**src/rtl/mem_line_sched.sv**
```systemverilog
// mem_line_sched: shares one single-port memory between the ring FIFOs and
// a DMA port, granting whole lines as 8-beat read or write bursts.
module mem_line_sched #(
  parameter int MBITS = 24
) (
  input  logic             clock,
  input  logic             reset,
  input  logic             ring_addr_empty,
  input  logic [31:0]      ring_addr,
  input  logic [3:0]       ring_dest,
  output logic             ring_addr_rd,
  input  logic             ring_wd_empty,
  input  logic [31:0]      ring_wd,
  output logic             ring_wd_rd,
  input  logic             dma_req,
  input  logic             dma_write,
  input  logic [MBITS-4:0] dma_line,
  output logic             dma_grant,
  input  logic [31:0]      dma_wd,
  output logic             dma_wd_rd,
  output logic [31:0]      dma_rdata,
  output logic             dma_rvalid,
  output logic             mem_en,
  output logic             mem_we,
  output logic [MBITS-1:0] mem_addr,
  output logic [31:0]      mem_wdata,
  input  logic [31:0]      mem_rdata,
  output logic [31:0]      rd_return,
  output logic [3:0]       rd_dest,
  output logic             busy,
  output logic             bad_addr
);

  localparam int LW = MBITS - 3;

  typedef enum logic [1:0] {IDLE, RD_BURST, WR_BURST} state_t;

  state_t        state, state_nx;
  logic [2:0]    beat, beat_nx;
  logic [LW-1:0] line, line_nx;
  logic          owner_dma, owner_nx;
  logic [3:0]    dest, dest_nx;
  logic          last_dma, last_nx;
  logic          ret_ring, ret_dma;
  logic [3:0]    ret_dest;
  logic          ring_ok, ring_bad;
  logic          take_ring, take_dma;
  logic          rd_issue, adv;
  logic          unused_hi;

  assign unused_hi = ^ring_addr[31:29];

  assign ring_ok  = ~ring_addr_empty & (ring_addr[27:LW] == '0);
  assign ring_bad = ~ring_addr_empty & ~ring_ok;

  // round-robin: ring wins a tie unless it took the previous grant
  assign take_ring = ring_ok & (~dma_req | last_dma);
  assign take_dma  = dma_req & ~ring_bad & ~take_ring;

  always_comb begin
    state_nx     = state;
    beat_nx      = beat;
    line_nx      = line;
    owner_nx     = owner_dma;
    dest_nx      = dest;
    last_nx      = last_dma;
    ring_addr_rd = 1'b0;
    ring_wd_rd   = 1'b0;
    dma_grant    = 1'b0;
    dma_wd_rd    = 1'b0;
    mem_en       = 1'b0;
    mem_we       = 1'b0;
    mem_wdata    = '0;
    bad_addr     = 1'b0;
    rd_issue     = 1'b0;
    adv          = 1'b0;
    if (!reset) begin
      unique case (state)
        IDLE: begin
          if (ring_bad) begin
            ring_addr_rd = 1'b1;
            bad_addr     = 1'b1;
          end else if (take_ring) begin
            ring_addr_rd = 1'b1;
            line_nx      = ring_addr[LW-1:0];
            owner_nx     = 1'b0;
            dest_nx      = ring_dest;
            last_nx      = 1'b0;
            beat_nx      = '0;
            state_nx     = ring_addr[28] ? RD_BURST : WR_BURST;
          end else if (take_dma) begin
            dma_grant = 1'b1;
            line_nx   = dma_line;
            owner_nx  = 1'b1;
            dest_nx   = '0;
            last_nx   = 1'b1;
            beat_nx   = '0;
            state_nx  = dma_write ? WR_BURST : RD_BURST;
          end
        end
        RD_BURST: begin
          mem_en   = 1'b1;
          rd_issue = 1'b1;
          beat_nx  = beat + 3'd1;
          if (beat == 3'd7) state_nx = IDLE;
        end
        WR_BURST: begin
          adv = owner_dma | ~ring_wd_empty;
          if (adv) begin
            mem_en     = 1'b1;
            mem_we     = 1'b1;
            mem_wdata  = owner_dma ? dma_wd : ring_wd;
            dma_wd_rd  = owner_dma;
            ring_wd_rd = ~owner_dma;
            beat_nx    = beat + 3'd1;
            if (beat == 3'd7) state_nx = IDLE;
          end
        end
        default: state_nx = IDLE;
      endcase
    end
  end

  always_ff @(posedge clock) begin
    if (reset) begin
      state     <= IDLE;
      beat      <= '0;
      line      <= '0;
      owner_dma <= 1'b0;
      dest      <= '0;
      last_dma  <= 1'b1;
      ret_ring  <= 1'b0;
      ret_dma   <= 1'b0;
      ret_dest  <= '0;
    end else begin
      state     <= state_nx;
      beat      <= beat_nx;
      line      <= line_nx;
      owner_dma <= owner_nx;
      dest      <= dest_nx;
      last_dma  <= last_nx;
      ret_ring  <= rd_issue & ~owner_dma;
      ret_dma   <= rd_issue & owner_dma;
      ret_dest  <= (rd_issue & ~owner_dma) ? dest : 4'd0;
    end
  end

  assign mem_addr   = {line, beat};
  assign rd_dest    = ret_dest;
  assign rd_return  = ret_ring ? mem_rdata : '0;
  assign dma_rvalid = ret_dma;
  assign dma_rdata  = ret_dma ? mem_rdata : '0;
  assign busy       = (state != IDLE);

endmodule

```
**config.mk**
```make
export PLATFORM = sky130hd
export DESIGN_NAME = mem_line_sched
export DESIGN_NICKNAME = d
export VERILOG_FILES = /design/src/rtl/mem_line_sched.sv
export SDC_FILE = /design/constraint.sdc
export NUM_CORES = 1
export LEC_CHECK = 0
export CORE_AREA = 3 3 113 115
export CTS_CLUSTER_DIAMETER = 150
export DETAILED_ROUTE_END_ITERATION = 6
export DIE_AREA = 0 0 116 118
export HOLD_SLACK_MARGIN = 0.15
export PLACE_DENSITY = 0.67
export SYNTH_ARGS = -nofsm -noshare
export SYNTH_HDL_FRONTEND = slang
export SYNTH_SLANG_ARGS = --single-unit
```
**constraint.sdc**
```tcl
create_clock -name clock -period 2.94 [get_ports clock]
set_input_delay 0.588 -clock clock [delete_from_list [all_inputs] [get_ports clock]]
set_output_delay 0.588 -clock clock [all_outputs]
set_load 0.02 [all_outputs]
```
==> metrics.md, run 1 <==
| Metric | Value |
|---|---|
| Design area | `0.00598 mm2` |
| WS Path Type | `primary input to output pin` |
| Critical path's largest stage delay | `0.54 ns` |
| Max clock buf depth | `2` |
| Max-cap violation count | `0` |
| Synth Area per Inst | `8.83 um2` |
| Final Hold Viols | `0` |
| Largest net degree at the start of global routing | `37` |
| Logic gate share of total power | `31.7%` |
| Area fraction of the dominant cell type after synthesis | `28.4%` |
| TritonCTS Buffers | `5` |
| Final Setup Violations | `0` |
| Synth area leader | `dfxtp_1` |
| Worst endpoint required time | `2.35 ns` |
| Post-synth cell types | `37` |
| Skew-Pair Late Insertion Delay | `0.28 ns` |
| Per-cell routed wire length | `16.7 um` |
| Worst Tran Pin Value | `0.776 ns` |
| Share of cells above drive strength 1 | `8.46%` |
| Diodes inserted | `0` |
| Total clock sinks | `38` |
| Crit share post-route | `98.1%` |
| Worst vdd ir | `215 uV` |
| Setup Skew | `0.00437 ns` |
| Setup TNS | `0 ns` |
| Final min period | `2.88 ns` |
| Die ar. | `0.0137 mm2` |
| Clock-pin slew on the worst setup and hold paths | `0.05 ns` |
| Final net count | `755` |
| Top-level I/O count | `292` |
| Register area share after synthesis | `28.4%` |
| Site Rows | `40` |
| Vias in the first global route | `3373` |
| Hold_buf cts | `0` |
| Initial Util | `22.5%` |
| Via/cell ratio | `4.71` |
| Cell types occupying the most area after synthesis | `dfxtp_1, and2_1, a22o_1` |
| Reg power frac | `33.1%` |
| CTS tree | `done` |
| Most frequent cells in the layout | `clkdlybuf4s50_1, and2_1, dfxtp_1` |
| Post-route DRC | `0` |
| Leakage | `2.36 nW` |
| CP Capture Type | `output pin` |
| Max Fclk | `0.347 GHz` |
| Drt first pass iters | `5` |
| Fin util | `50.2%` |
| Cell family with most CP delay | `buffers and inverters` |
| Total congestion overflow | `0` |
| Final WL | `12300 um` |
| Sw frac | `25.8%` |
| Mapped cell area | `0.00268 mm2` |
| CP max stage cell | `or4_4` |
| Max-slew violations | `0` |
| RSZ-0062 raised after global routing | `no` |
| H-tree levels | `2` |
| Initial antenna violation count | `0` |
| Hold Crit Class | `flop to flop` |
| GP Congestion | `0.853` |
| Overall Global Routing Usage | `16.6%` |
| Antenna Violating Nets Remaining | `0` |
| Core ar. | `0.0119 mm2` |
| Die Height | `118 um` |
| Clock power share | `35.2%` |
| Power Internal | `1.27 mW` |
| Syn-to-layout area delta | `123%` |
| Routed vias | `3476` |
| Crit path buffers/inverters | `2` |
| DP Area | `0.00578 mm2` |
| 1st-iter DRT viols | `113` |
| First-pass GRT wire length | `18400 um` |
| CP Max Fanout | `2` |
| Worst slew margin | `48.2%` |
| IO Port Bufs | `288` |
| DIE WIDTH | `116 um` |
| Crit path DAT | `2.30 ns` |
| NetSw | `0.441 mW` |
| DP Wirelength | `10200 um` |
| CP Cell Sequence | `clkdlybuf4s50_1, or4_4, nor3_2, o2111a_1, dlygate4sd2_1` |
| #FFs+latches synth | `38` |
| Mapped Nets | `468` |
| CP Launch Type | `primary input` |
| Root Buffer | `clkbuf_16` |
| Status | `complete, no violations` |
| Synth Instances | `303` |
| Yosys warns | `0` |
| Power Dens Cells | `286 mW/mm2` |
| Commonest non-fill, non-tap cell in the layout | `clkdlybuf4s50_1` |
-- sequential cells by signal, summed over array words and instances (netlist names) --
| name | count |
|---|---|
| state | 2 |
| last_dma | 1 |
| owner_dma | 1 |
| line | 21 |
| beat | 3 |
| rd_dest | 4 |
| ret_ring | 1 |
| dma_rvalid | 1 |
| dest | 4 |
-- synth_stat cells --
cell type and instances:
and2_1 68, dfxtp_1 38, a22o_1 32, a21oi_1 29
mux2i_1 23, clkbuf_1 22, a211oi_2 15, inv_1 10
a211oi_1 6, ha_1 6, nand2_1 6, o21ai_0 5
nand4_1 4, nor2_1 4, o211ai_1 3, a211o_1 2
and3_1 2, buf_12 2, buf_2 2, buf_6 2
nor3_1 2, nor3b_1 2, o31ai_1 2, o32ai_1 2
or3_1 2, a2111oi_4 1, a221oi_1 1, a222oi_1 1
mux2_2 1, nand3_1 1, nand3b_1 1, nor2b_1 1
o2111a_1 1, o21a_1 1, o21ai_2 1, or4_1 1
or4_4 1
-- what timing repair did --
| action | 4_1_cts | 5_1_grt |
|---|---|---|
| buffers inserted | 0 | 0 |
| resized for setup | 4 | 14 |
| setup endpoints to repair | 4 | 33 |
-- power by group through the flow --
stage / Combinational, mW / Clock, mW / Sequential, mW
6_report: 0.542 / 0.602 / 0.565
2_1_floorplan: 0.166 / 0 / 0.600
4_1_cts: 0.545 / 0.618 / 0.564
3_3_place_gp: 0.537 / 0 / 0.574
3_5_place_dp: 0.545 / 0 / 0.574
5_1_grt: 0.577 / 0.645 / 0.568
-- per-stage QoR --
| step | hold slack [ns] | instances | power [mW] | setup slack, ns |
|---|---|---|---|---|
| 2_1_floorplan | 0.423 | 303 | 0.766 | 0.260 |
| 3_3_place_gp | 0.439 | 730 | 1.11 | -0.209 |
| 3_5_place_dp | 0.438 | 730 | 1.12 | -0.257 |
| 4_1_cts | 0.450 | 738 | 1.73 | 0.00389 |
| 5_1_grt | 0.458 | 738 | 1.79 | 0.00701 |
| 6_report | 0.448 | 738 | 1.71 | 0.0561 |
-- cell type report --
cell class,count,area (um2)
Clock buffer,7,133
Clock inverter,1,30.0
Fill cell,1159,5940
Inverter,10,37.5
Multi-Input combinational cell,227,1740
Sequential cell,38,761
Tap cell,147,184
Timing Repair Buffer,308,3090
-- worst reg2reg max path, cell delays in order, from the launching register on --
cell       delay, ns
dfxtp_1         0.37
inv_1           0.10
a2111oi_4       0.43
buf_4           0.32
mux2i_1         0.28
a211oi_2        0.09
-- layer usage --
layer | wire [um] | vias up | GRT usage (%)
met5 | 0 | - | 0
met4 | 139 | 0 | 2.97
met3 | 1100 | 17 | 4.63
met2 | 6370 | 171 | 30.4
met1 | 4690 | 1602 | 19.1
li1 | - | 1686 | -
-- path summary, 6_finish.rpt --
check / startpoint / endpoint / slack [ns] / cells after the start
setup / recovery: ring_addr[23] / dma_grant / 0.06 / 5
hold / removal: dest[0] / rd_dest[0] / 0.45 / 1
setup reg to reg: last_dma / line[6] / 1.23 / 5
hold reg to reg: dest[0] / rd_dest[0] / 0.45 / 1
-- kinds of logic (layout without fill, tap and decap cells) --
family          Yosys count  in the layout  synth area share [%]
simple gates             95             95                  21.5
buf+inv                  38            326                  7.20
mux                      24             24                  9.03
fa+ha+maj                 6              6                  2.81
compound gates          102            102                  31.0
flops                    38             38                  28.4
Power figures use the tool's default switching activity.
==> run 2: changes to the inputs <==
==> config.mk (replaced) <==
export PLATFORM = sky130hd
export DESIGN_NAME = mem_line_sched
export DESIGN_NICKNAME = d
export VERILOG_FILES = /design/src/rtl/mem_line_sched.sv
export SDC_FILE = /design/constraint.sdc
export NUM_CORES = 1
export LEC_CHECK = 0
export CORE_AREA = 2 2 115 117
export CTS_CLUSTER_DIAMETER = 150
export DETAILED_ROUTE_END_ITERATION = 6
export DIE_AREA = 0 0 117 119
export HOLD_SLACK_MARGIN = 0.15
export PLACE_DENSITY = 0.64
export SETUP_SLACK_MARGIN = 0.05
export SYNTH_ARGS = -nofsm -noshare
export SYNTH_HDL_FRONTEND = slang
export SYNTH_SLANG_ARGS = --single-unit
==> run 2 against run 1 <==
  * Cell count rose by 3.5%
  * Clock-buffer cell count fell by 1
  * Core utilization fell by 3.5 points
  * Flip-flop and latch count did not move
  * Final area rose by 0.61%
  * Critical path depth did not move
  * Sequential share of layout area fell by 0.077 points
  * Worst setup slack improved by 0.042 ns
  * Critical path type unchanged
==> metrics.md, run 2 (same netlist as run 1, synthesis figures left out) <==
| Metric | Value |
|---|---|
| Die Height | `119 um (was 118 um)` |
| Post-route insts no fill | `764 (was 738)` |
| Max clock buf depth | `2 (unchanged)` |
| Hold Crit Class | `flop to flop (unchanged)` |
| Setup Skew | `0.00423 ns (was 0.00437 ns)` |
| CTS tree | `done (unchanged)` |
| CP Cell Sequence | `clkdlybuf4s50_1, nor3_4, buf_12, a22o_1, clkdlybuf4s50_1 (was clkdlybuf4s50_1, or4_4, nor3_2, o2111a_1, dlygate4sd2_1)` |
| Worst r2r path cells | `5 (unchanged)` |
| Per-cell routed wire length | `16.2 um (was 16.7 um)` |
| CP Depth | `5 (unchanged)` |
| Power Dens Cells | `269 mW/mm2 (was 286 mW/mm2)` |
| Max-slew violations | `0 (unchanged)` |
| Skew-Pair Late Insertion Delay | `0.28 ns (about the same)` |
| Share of cells above drive strength 1 | `8.16% (was 8.46%)` |
| Antenna Violating Nets Remaining | `0 (unchanged)` |
| Total congestion overflow | `0 (unchanged)` |
| Hold Slack | `0.447 ns (was 0.448 ns)` |
| Design area | `0.00601 mm2 (was 0.00598 mm2)` |
| Top-level I/O count | `292 (unchanged)` |
| Overall Global Routing Usage | `16.2% (was 16.6%)` |
| Initial antenna violation count | `0 (unchanged)` |
| Leakage | `2.57 nW (was 2.36 nW)` |
| Final Setup Violations | `0 (unchanged)` |
| Core ar. | `0.0129 mm2 (was 0.0119 mm2)` |
| Crit share post-route | `96.7% (was 98.1%)` |
| RSZ-0062 raised after global routing | `no (unchanged)` |
| Setup TNS | `0 ns (unchanged)` |
| Total clock sinks | `38 (unchanged)` |
| Site Rows | `42 (was 40)` |
| Most frequent cells in the layout | `clkdlybuf4s50_1, and2_1, dfxtp_1 (unchanged)` |
| Top reg by flops | `line (unchanged)` |
| Filler cells | `1251 (was 1159)` |
| Crit path buffers/inverters | `3 (was 2)` |
| DP Area | `0.00582 mm2 (was 0.00578 mm2)` |
| Worst endpoint required time | `2.35 ns (about the same)` |
| Critical path's most frequent cell | `clkdlybuf4s50_1` |
| Worst Tran Pin Value | `0.479 ns (was 0.776 ns)` |
| Worst Hold Depth | `1 (unchanged)` |
| Clock-pin slew on the worst setup and hold paths | `0.06 ns (was 0.05 ns)` |
| First-pass GRT wire length | `17800 um (was 18400 um)` |
| Status | `complete, no violations (unchanged)` |
| CP Max Fanout | `33 (was 2)` |
| DP Cell Count | `757 (was 730)` |
| Worst slew margin | `68.0% (was 48.2%)` |
| H-tree levels | `2 (unchanged)` |
| Drt first pass iters | `4 (was 5)` |
| Die ar. | `0.0139 mm2 (was 0.0137 mm2)` |
| Register area | `761 um2 (unchanged)` |
| IO Port Bufs | `288 (unchanged)` |
| DP Wirelength | `10100 um (was 10200 um)` |
| Largest net degree at the start of global routing | `37 (unchanged)` |
| Hold_buf cts | `0 (unchanged)` |
| Vias in the first global route | `3367 (was 3373)` |
| Via/cell ratio | `4.58 (was 4.71)` |
| Diodes inserted | `0 (unchanged)` |
| Critical path's largest stage delay | `0.60 ns (was 0.54 ns)` |
| WS Path Type | `primary input to output pin (unchanged)` |
| Post-CTS sizing | `14 (was 4)` |
| Max-cap violation count | `0 (unchanged)` |
| Final net count | `753 (was 755)` |
| Final min period | `2.84 ns (was 2.88 ns)` |
| Final Hold Viols | `0 (unchanged)` |
| Commonest non-fill, non-tap cell in the layout | `clkdlybuf4s50_1 (unchanged)` |
| Number of flip-flops in the largest register | `21 (unchanged)` |
| Area occupied by multi-input gates | `0.00174 mm2 (unchanged)` |
| Syn-to-layout area delta | `125% (was 123%)` |
| CP Launch Type | `primary input (unchanged)` |
| Root Buffer | `clkbuf_16 (unchanged)` |
| GP Congestion | `0.787 (was 0.853)` |
| Crit path DAT | `2.25 ns (was 2.30 ns)` |
| Post-CTS Setup Bufs | `0 (unchanged)` |
| Routed vias | `3496 (was 3476)` |
| 1st-iter DRT viols | `130 (was 113)` |
| Final WL | `12400 um (was 12300 um)` |
| DIE WIDTH | `117 um (was 116 um)` |
| Max Fclk | `0.352 GHz (was 0.347 GHz)` |
| TritonCTS Buffers | `5 (unchanged)` |
| Worst vdd ir | `195 uV (was 215 uV)` |
| Post-route DRC | `0 (unchanged)` |
| CP max stage cell | `clkdlybuf4s50_1 (was or4_4)` |
| Initial Util | `20.8% (was 22.5%)` |
| CP Capture Type | `output pin (unchanged)` |
| Cell family with most CP delay | `buffers and inverters (unchanged)` |
[run 2: path summary, 6_finish.rpt]
path,end,start,slack [ns]
worst max-delay path,mem_wdata[24],ring_wd_empty,0.1
worst min register to register,rd_dest[3],dest[3],0.45
worst max register to register,state[1],last_dma,1.25
worst min-delay path,rd_dest[3],dest[3],0.45
[run 2: layer usage]
| metal | wire length [um] | track usage, % | vias to the layer above |
|---|---|---|---|
| met4 | 246 | 4.19 | 0 |
| li1 | - | - | 1671 |
| met2 | 6160 | 29.0 | 157 |
| met5 | 0 | 0 | - |
| met1 | 4950 | 19.0 | 1653 |
| met3 | 1020 | 4.17 | 15 |
[run 2: power by group]
part           switching [mW]  leakage [nW]  internal (mW)  total (mW)
Combinational           0.225          2.19          0.321       0.546
Clock                   0.199        0.0629          0.309       0.509
Sequential             0.0198         0.311          0.544       0.564
[run 2: cell type report]
| class | count | share of cell area (%) |
|---|---|---|
| clock buffer | 6 | 2.14 |
| sequential | 38 | 12.7 |
| timing repair buffer | 306 | 51.8 |
| clock inverter | 1 | 0.125 |
| multi-input combinational | 227 | 29.0 |
| inverter | 10 | 0.624 |
| tap | 176 | 3.66 |
[run 2: per-stage QoR]
stage / power (mW) / utilization [%] / setup slack, ns
finish: 1.62 / 46.7 / 0.0978
global route: 1.69 / 46.7 / 0.0338
CTS: 1.63 / 46.2 / 0.0509
detailed placement: 1.12 / 45.2 / -0.244
global placement: 1.12 / 45.2 / -0.219
floorplan: 0.766 / - / 0.260
